==> src/rtl/adc_spi_sequencer.sv <==
// Round-robin ADC channel scanner driving an SPI master through ENA/FIN handshake.
// Optional XFER watchdog enabled by defining SEQ_TIMEOUT_EN.
module adc_spi_sequencer #(
    parameter int unsigned NUM_CH       = 4,
    parameter logic [15:0] CMD_TEMPLATE = 16'h8000,
    parameter int unsigned CH_SHIFT     = 10,
    parameter int unsigned GAP_CYC      = 4,
    parameter int unsigned TIMEOUT_CYC  = 64
) (
    input  logic        clk_i,
    input  logic        rst_i,
    input  logic        start_i,
    input  logic [7:0]  ch_mask_i,
    input  logic        fin_i,
    input  logic [15:0] data_miso_i,
    output logic        ena_o,
    output logic [15:0] data_mosi_o,
    output logic [15:0] sample_o,
    output logic [2:0]  sample_ch_o,
    output logic        sample_valid_o,
    output logic        busy_o,
    output logic        timeout_err_o
);

    localparam int unsigned CntMax = (GAP_CYC > TIMEOUT_CYC) ? GAP_CYC : TIMEOUT_CYC;
    localparam int unsigned CW     = $clog2(CntMax + 1);
    localparam logic [7:0]  ChEn   = 8'((1 << NUM_CH) - 1);

    typedef enum logic [2:0] {StIdle, StLoad, StXfer, StLatch, StCapture, StGap} state_e;

    state_e          state_q, state_d;
    logic [CW-1:0]   cnt_q, cnt_d;
    logic [2:0]      ptr_q, ptr_d;
    logic [15:0]     mosi_q, mosi_d;
    logic [15:0]     sample_q, sample_d;
    logic [2:0]      sch_q, sch_d;
    logic            valid_q, valid_d;
    logic            err_q, err_d;

    logic [7:0]      mask_eff;
    logic            any_en;
    logic [2:0]      nxt_ch;
    logic [2:0]      cand;
    logic            found;

    assign mask_eff = ch_mask_i & ChEn;
    assign any_en   = |mask_eff;

    // First enabled channel strictly after ptr_q, wrapping at NUM_CH.
    always_comb begin
        nxt_ch = ptr_q;
        cand   = '0;
        found  = 1'b0;
        for (int unsigned i = 1; i <= NUM_CH; i++) begin
            cand = 3'((32'(ptr_q) + i) % NUM_CH);
            if (!found && mask_eff[cand]) begin
                nxt_ch = cand;
                found  = 1'b1;
            end
        end
    end

    always_comb begin
        state_d  = state_q;
        cnt_d    = cnt_q;
        ptr_d    = ptr_q;
        mosi_d   = mosi_q;
        sample_d = sample_q;
        sch_d    = sch_q;
        valid_d  = 1'b0;
        err_d    = err_q;
        unique case (state_q)
            StIdle: begin
                if (start_i && any_en) begin
                    state_d = StLoad;
                    ptr_d   = nxt_ch;
                    mosi_d  = CMD_TEMPLATE | (16'(nxt_ch) << CH_SHIFT);
                end
            end
            StLoad: begin
                state_d = StXfer;
                cnt_d   = '0;
            end
            StXfer: begin
                if (fin_i) begin
                    state_d = StLatch;
                    cnt_d   = '0;
`ifdef SEQ_TIMEOUT_EN
                end else if (cnt_q == CW'(TIMEOUT_CYC - 1)) begin
                    state_d = StGap;
                    cnt_d   = '0;
                    err_d   = 1'b1;
                end else begin
                    cnt_d = cnt_q + 1'b1;
`endif
                end
            end
            StLatch: begin
                if (cnt_q == CW'(1)) begin
                    state_d = StCapture;
                    cnt_d   = '0;
                end else begin
                    cnt_d = cnt_q + 1'b1;
                end
            end
            StCapture: begin
                state_d  = StGap;
                cnt_d    = '0;
                sample_d = data_miso_i;
                sch_d    = ptr_q;
                valid_d  = 1'b1;
            end
            StGap: begin
                if (cnt_q == CW'(GAP_CYC - 1)) begin
                    cnt_d = '0;
                    if (start_i && any_en) begin
                        state_d = StLoad;
                        ptr_d   = nxt_ch;
                        mosi_d  = CMD_TEMPLATE | (16'(nxt_ch) << CH_SHIFT);
                    end else begin
                        state_d = StIdle;
                    end
                end else begin
                    cnt_d = cnt_q + 1'b1;
                end
            end
            default: state_d = StIdle;
        endcase
    end

    // Pointer resets to the last channel so the first search begins at channel 0.
    always_ff @(posedge clk_i or posedge rst_i) begin
        if (rst_i) begin
            state_q  <= StIdle;
            cnt_q    <= '0;
            ptr_q    <= 3'(NUM_CH - 1);
            mosi_q   <= '0;
            sample_q <= '0;
            sch_q    <= '0;
            valid_q  <= 1'b0;
            err_q    <= 1'b0;
        end else begin
            state_q  <= state_d;
            cnt_q    <= cnt_d;
            ptr_q    <= ptr_d;
            mosi_q   <= mosi_d;
            sample_q <= sample_d;
            sch_q    <= sch_d;
            valid_q  <= valid_d;
            err_q    <= err_d;
        end
    end

    assign ena_o          = (state_q == StXfer) || (state_q == StLatch);
    assign busy_o         = (state_q != StIdle);
    assign data_mosi_o    = mosi_q;
    assign sample_o       = sample_q;
    assign sample_ch_o    = sch_q;
    assign sample_valid_o = valid_q;
`ifdef SEQ_TIMEOUT_EN
    assign timeout_err_o  = err_q;
`else
    assign timeout_err_o  = 1'b0;
`endif

endmodule

==> config.mk <==
export PLATFORM = sky130hd
export DESIGN_NAME = adc_spi_sequencer
export DESIGN_NICKNAME = d
export VERILOG_FILES = /design/src/rtl/adc_spi_sequencer.sv
export SDC_FILE = /design/constraint.sdc
export NUM_CORES = 1
export LEC_CHECK = 0
export ABC_CLOCK_PERIOD_IN_PS = 1900
export BUFFER_PORTS_ARGS = -buffer_cell sky130_fd_sc_hd__clkbuf_2
export CORE_ASPECT_RATIO = 1.1
export CORE_MARGIN = 4
export CORE_UTILIZATION = 44
export CTS_CLUSTER_DIAMETER = 80
export CTS_CLUSTER_SIZE = 12
export DETAILED_ROUTE_END_ITERATION = 10
export PLACE_DENSITY = 0.8
export SLEW_MARGIN = 20
export SYNTH_ARGS = -nofsm -noshare
export SYNTH_HDL_FRONTEND = slang
export SYNTH_SLANG_ARGS = --single-unit
==> constraint.sdc <==
create_clock -name clk_i -period 1.9 [get_ports clk_i]
set_input_delay 0.19 -clock clk_i [delete_from_list [all_inputs] [get_ports clk_i]]
set_output_delay 0.19 -clock clk_i [all_outputs]
set_load 0.02 [all_outputs]
==> metrics <==
Critical Path Slowest Stage Cell=or4_4; count of final setup violators=0; CTS tree=built; Finished Layout Cells=272; Die ar.=5017 um2; post-synthesis mux area share=0.1455; final hold slack=0.1352 ns; final slew viol count=0; critical path's largest stage delay=0.54 ns; DR DRC count=0; Critical Path RT=roughly 2.1 ns; initial antenna violation count=0; Static Leak=approximately 0.0012 uW; Max Fclk=537.5 MHz; Post-DRT Antenna Nets=0; adder-cell area share of the yosys netlist=0.01441; later-pin clock latency in the skew report=0.28 ns; cell area after layout=2211 um2; Worst setup EP type=flop; Max Clock Skew=0.003684 ns; # nets final=251; Max clock buf depth=2; GPL Wtd Cong=between 0.8 and 0.9; Area after DPL=roughly 2000 um2; Synth Area in XOR/XNOR=0.02522; Pwr Density=1433 nW/um2; critical path launch point type=flop; die height=between 70 and 80 um; main combinational cell family by area after synthesis=multiplexers; clock-pin slew on the worst setup and hold paths=0.07 ns; fin crit period=1.861 ns; I/O pin total=67; routed vias/inst=4.941; dpl cells=between 200 and 300; total core area=3712 um2; total number of vias=1,344; routed len/inst=around 13 um; Max H-tree Level=2; Starting Density=0.4678; maximum VDD drop=about 0.64 mV; global-route wire length before repair=about 5500 um; placed wire-length estimate=approximately 2600 um; Psw=roughly 1100 uW; clock power share=0.257; Seq pwr share=0.367; FILL cells=329; RSZ-0062 raised after global routing=true; critical path type=reg2reg; final hold vios=0; Core Rows=23; Int Pwr=2040 uW; total global-route track usage=0.1462; vias in the first global route=around 1.3k; layout cell share with drive strength beyond 1=0.4234; Sw Ratio=0.3563; Area Overhead vs Synth=27.31%; outcome=finished, final reports clean; Final Core Density=0.5956; Yosys top cell area share=0.4611; Antenna Cells=0; Initial DRC Count=50; Buffers on Ports=47; Mapped Area=1737 um2; Root Buffer=clkbuf_8; post-synth cell types=39; sequence of cells on the critical path=or4_4, o32a_1, nor3_4, mux2i_1; DRT Pass-1 Iters=4; Logic pwr share=0.377; largest net degree at the start of global routing=35; wirelength, routed=3422 um; total CTS buffers=5; sequential-to-total area share from yosys stat=0.4914; grt total ovfl=0; CTS sink count=34; area leader, netlist=dfrtp_1; compound-cell area share of the yosys netlist=0.09942; crit-path max FO=5; Crit path arrival time=2.07 ns; Max-cap violations=0; worst slack, placed=-0.002733 ns; setup ws final=0.03937 ns; most area-consuming cells after synthesis=dfrtp_1, mux2_2, buf_4; period utilization=0.9793; Yosys warning total=0; cells after synthesis=160; width of the die=roughly 68 um; Simple-Gate Fraction of Synth Area=0.1174; Min-Delay Path Class=in2reg; Yosys reg bits=34; syn avg cell area=10.85 um2
[worst paths after layout]
check,from,to,slack (ns),cells after the start
worst max-delay path,cnt_q[2],ptr_q[0],0.04,4
worst min-delay path,data_miso_i[8],sample_o[8],0.14,2
worst max register to register,cnt_q[2],ptr_q[0],0.04,4
worst min register to register,data_mosi_o[15],data_mosi_o[15],0.49,1
max in group asynchronous,rst_i,ptr_q[0],1.03,4
min in group asynchronous,rst_i,sample_o[4],0.53,4
[repair_timing]
item | in CTS | in global routing
pin swaps | 1 | 0
hold endpoints to repair | 32 | 0
gates resized for setup | 0 | 2
buffers inserted | 0 | 1
setup endpoints to repair | 4 | 7
hold buffers | 1 | 0
[cell usage after synthesis]
master / count
a21o_1: 2
inv_1: 10
a221oi_1: 1
o32a_1: 1
a311oi_1: 1
xor2_1: 5
nand2b_1: 2
nor2_1: 11
buf_2: 1
mux2i_1: 5
or2_2: 1
nor3_1: 3
a21oi_1: 2
dfrtp_1: 32
a41oi_1: 1
o32ai_1: 1
nand4b_1: 1
buf_6: 1
o21ai_0: 7
nor3_4: 1
a41o_1: 1
or3_1: 1
clkbuf_1: 4
dfstp_2: 2
conb_1: 1
nand4_1: 2
a21boi_0: 1
or4_4: 1
o41ai_1: 1
buf_4: 15
nand3_1: 3
a31oi_1: 4
mux2_2: 18
o211ai_1: 1
ha_1: 2
a211o_1: 1
nand2_1: 10
and3_1: 1
and3_2: 2
[routing by layer]
metal  up-vias  track usage  share of wire
met5         -            0              0
met4         0      0.04415         0.0026
met3         2      0.04740          0.062
met2        39       0.2519           0.53
met1       652       0.1717           0.40
li1        651            -              -
[worst max-delay path: cells and delay by family, from the launching register on]
family | cells | cell delay (ns)
compound gates | 1 | 0.38
flops | 1 | 0.38
mux | 1 | 0.23
simple gates | 2 | 0.81
[power by group through the flow]
stage	clock, uW	combinational, uW	sequential [uW]
after floorplan	0	668	1330
after global placement	0	1170	1160
after detailed placement	0	1200	1180
after CTS	829	1200	1170
after global routing	865	1320	1210
final	813	1190	1160
[flip-flops by register name, indices dropped and copies added (netlist names)]
register and cells:
cnt_q 7, sample_o 16, ptr_q 2, sample_ch_o 2, data_mosi_o 3, sample_valid_o 1, state_q 3
[area by class of cell]
class | instances | area (um2) | share of cell area
clock inverter | 2 | 60.06 | 0.02716
inverter | 10 | 37.54 | 0.01698
tap | 50 | 62.56 | 0.02830
clock buffer | 6 | 82.58 | 0.03735
sequential | 34 | 853.3 | 0.3860
multi-input combinational | 109 | 759.5 | 0.3435
timing repair buffer | 61 | 355.3 | 0.1607
[layout by cell type (no fill, tap or decap), types with 2 or more instances in the layout]
cell,instances
nand3_1,3
nand2b_1,2
mux2i_1,5
nor2_1,11
clkbuf_8,6
ha_1,2
and3_2,2
inv_1,10
o21ai_0,6
bufinv_16,2
a31oi_1,4
mux2_2,18
nand4_1,2
nor3_1,2
xor2_1,5
a21oi_1,2
conb_1,15
buf_4,12
clkbuf_2,47
dfstp_2,2
nand2_1,10
a21o_1,2
dfrtp_1,32
[logic make-up after synthesis]
| logic type | count (synthesis) |
|---|---|
| buffers and inverters | 31 |
| multiplexers | 23 |
| AND/OR/NAND/NOR | 39 |
| other | 1 |
| adder cells (fa/ha/maj) | 2 |
| flip-flops | 34 |
| AO/OA/AOI/OAI | 25 |
| XOR/XNOR | 5 |
[stage by stage]
stage / power [uW] / setup TNS (ns)
6_report: 3169 / 0
5_1_grt: 3388 / -0.1156
4_1_cts: 3196 / 0
3_5_place_dp: 2374 / -0.002733
3_3_place_gp: 2334 / 0
2_1_floorplan: 1995 / 0
(Power assumes the default switching activity.)
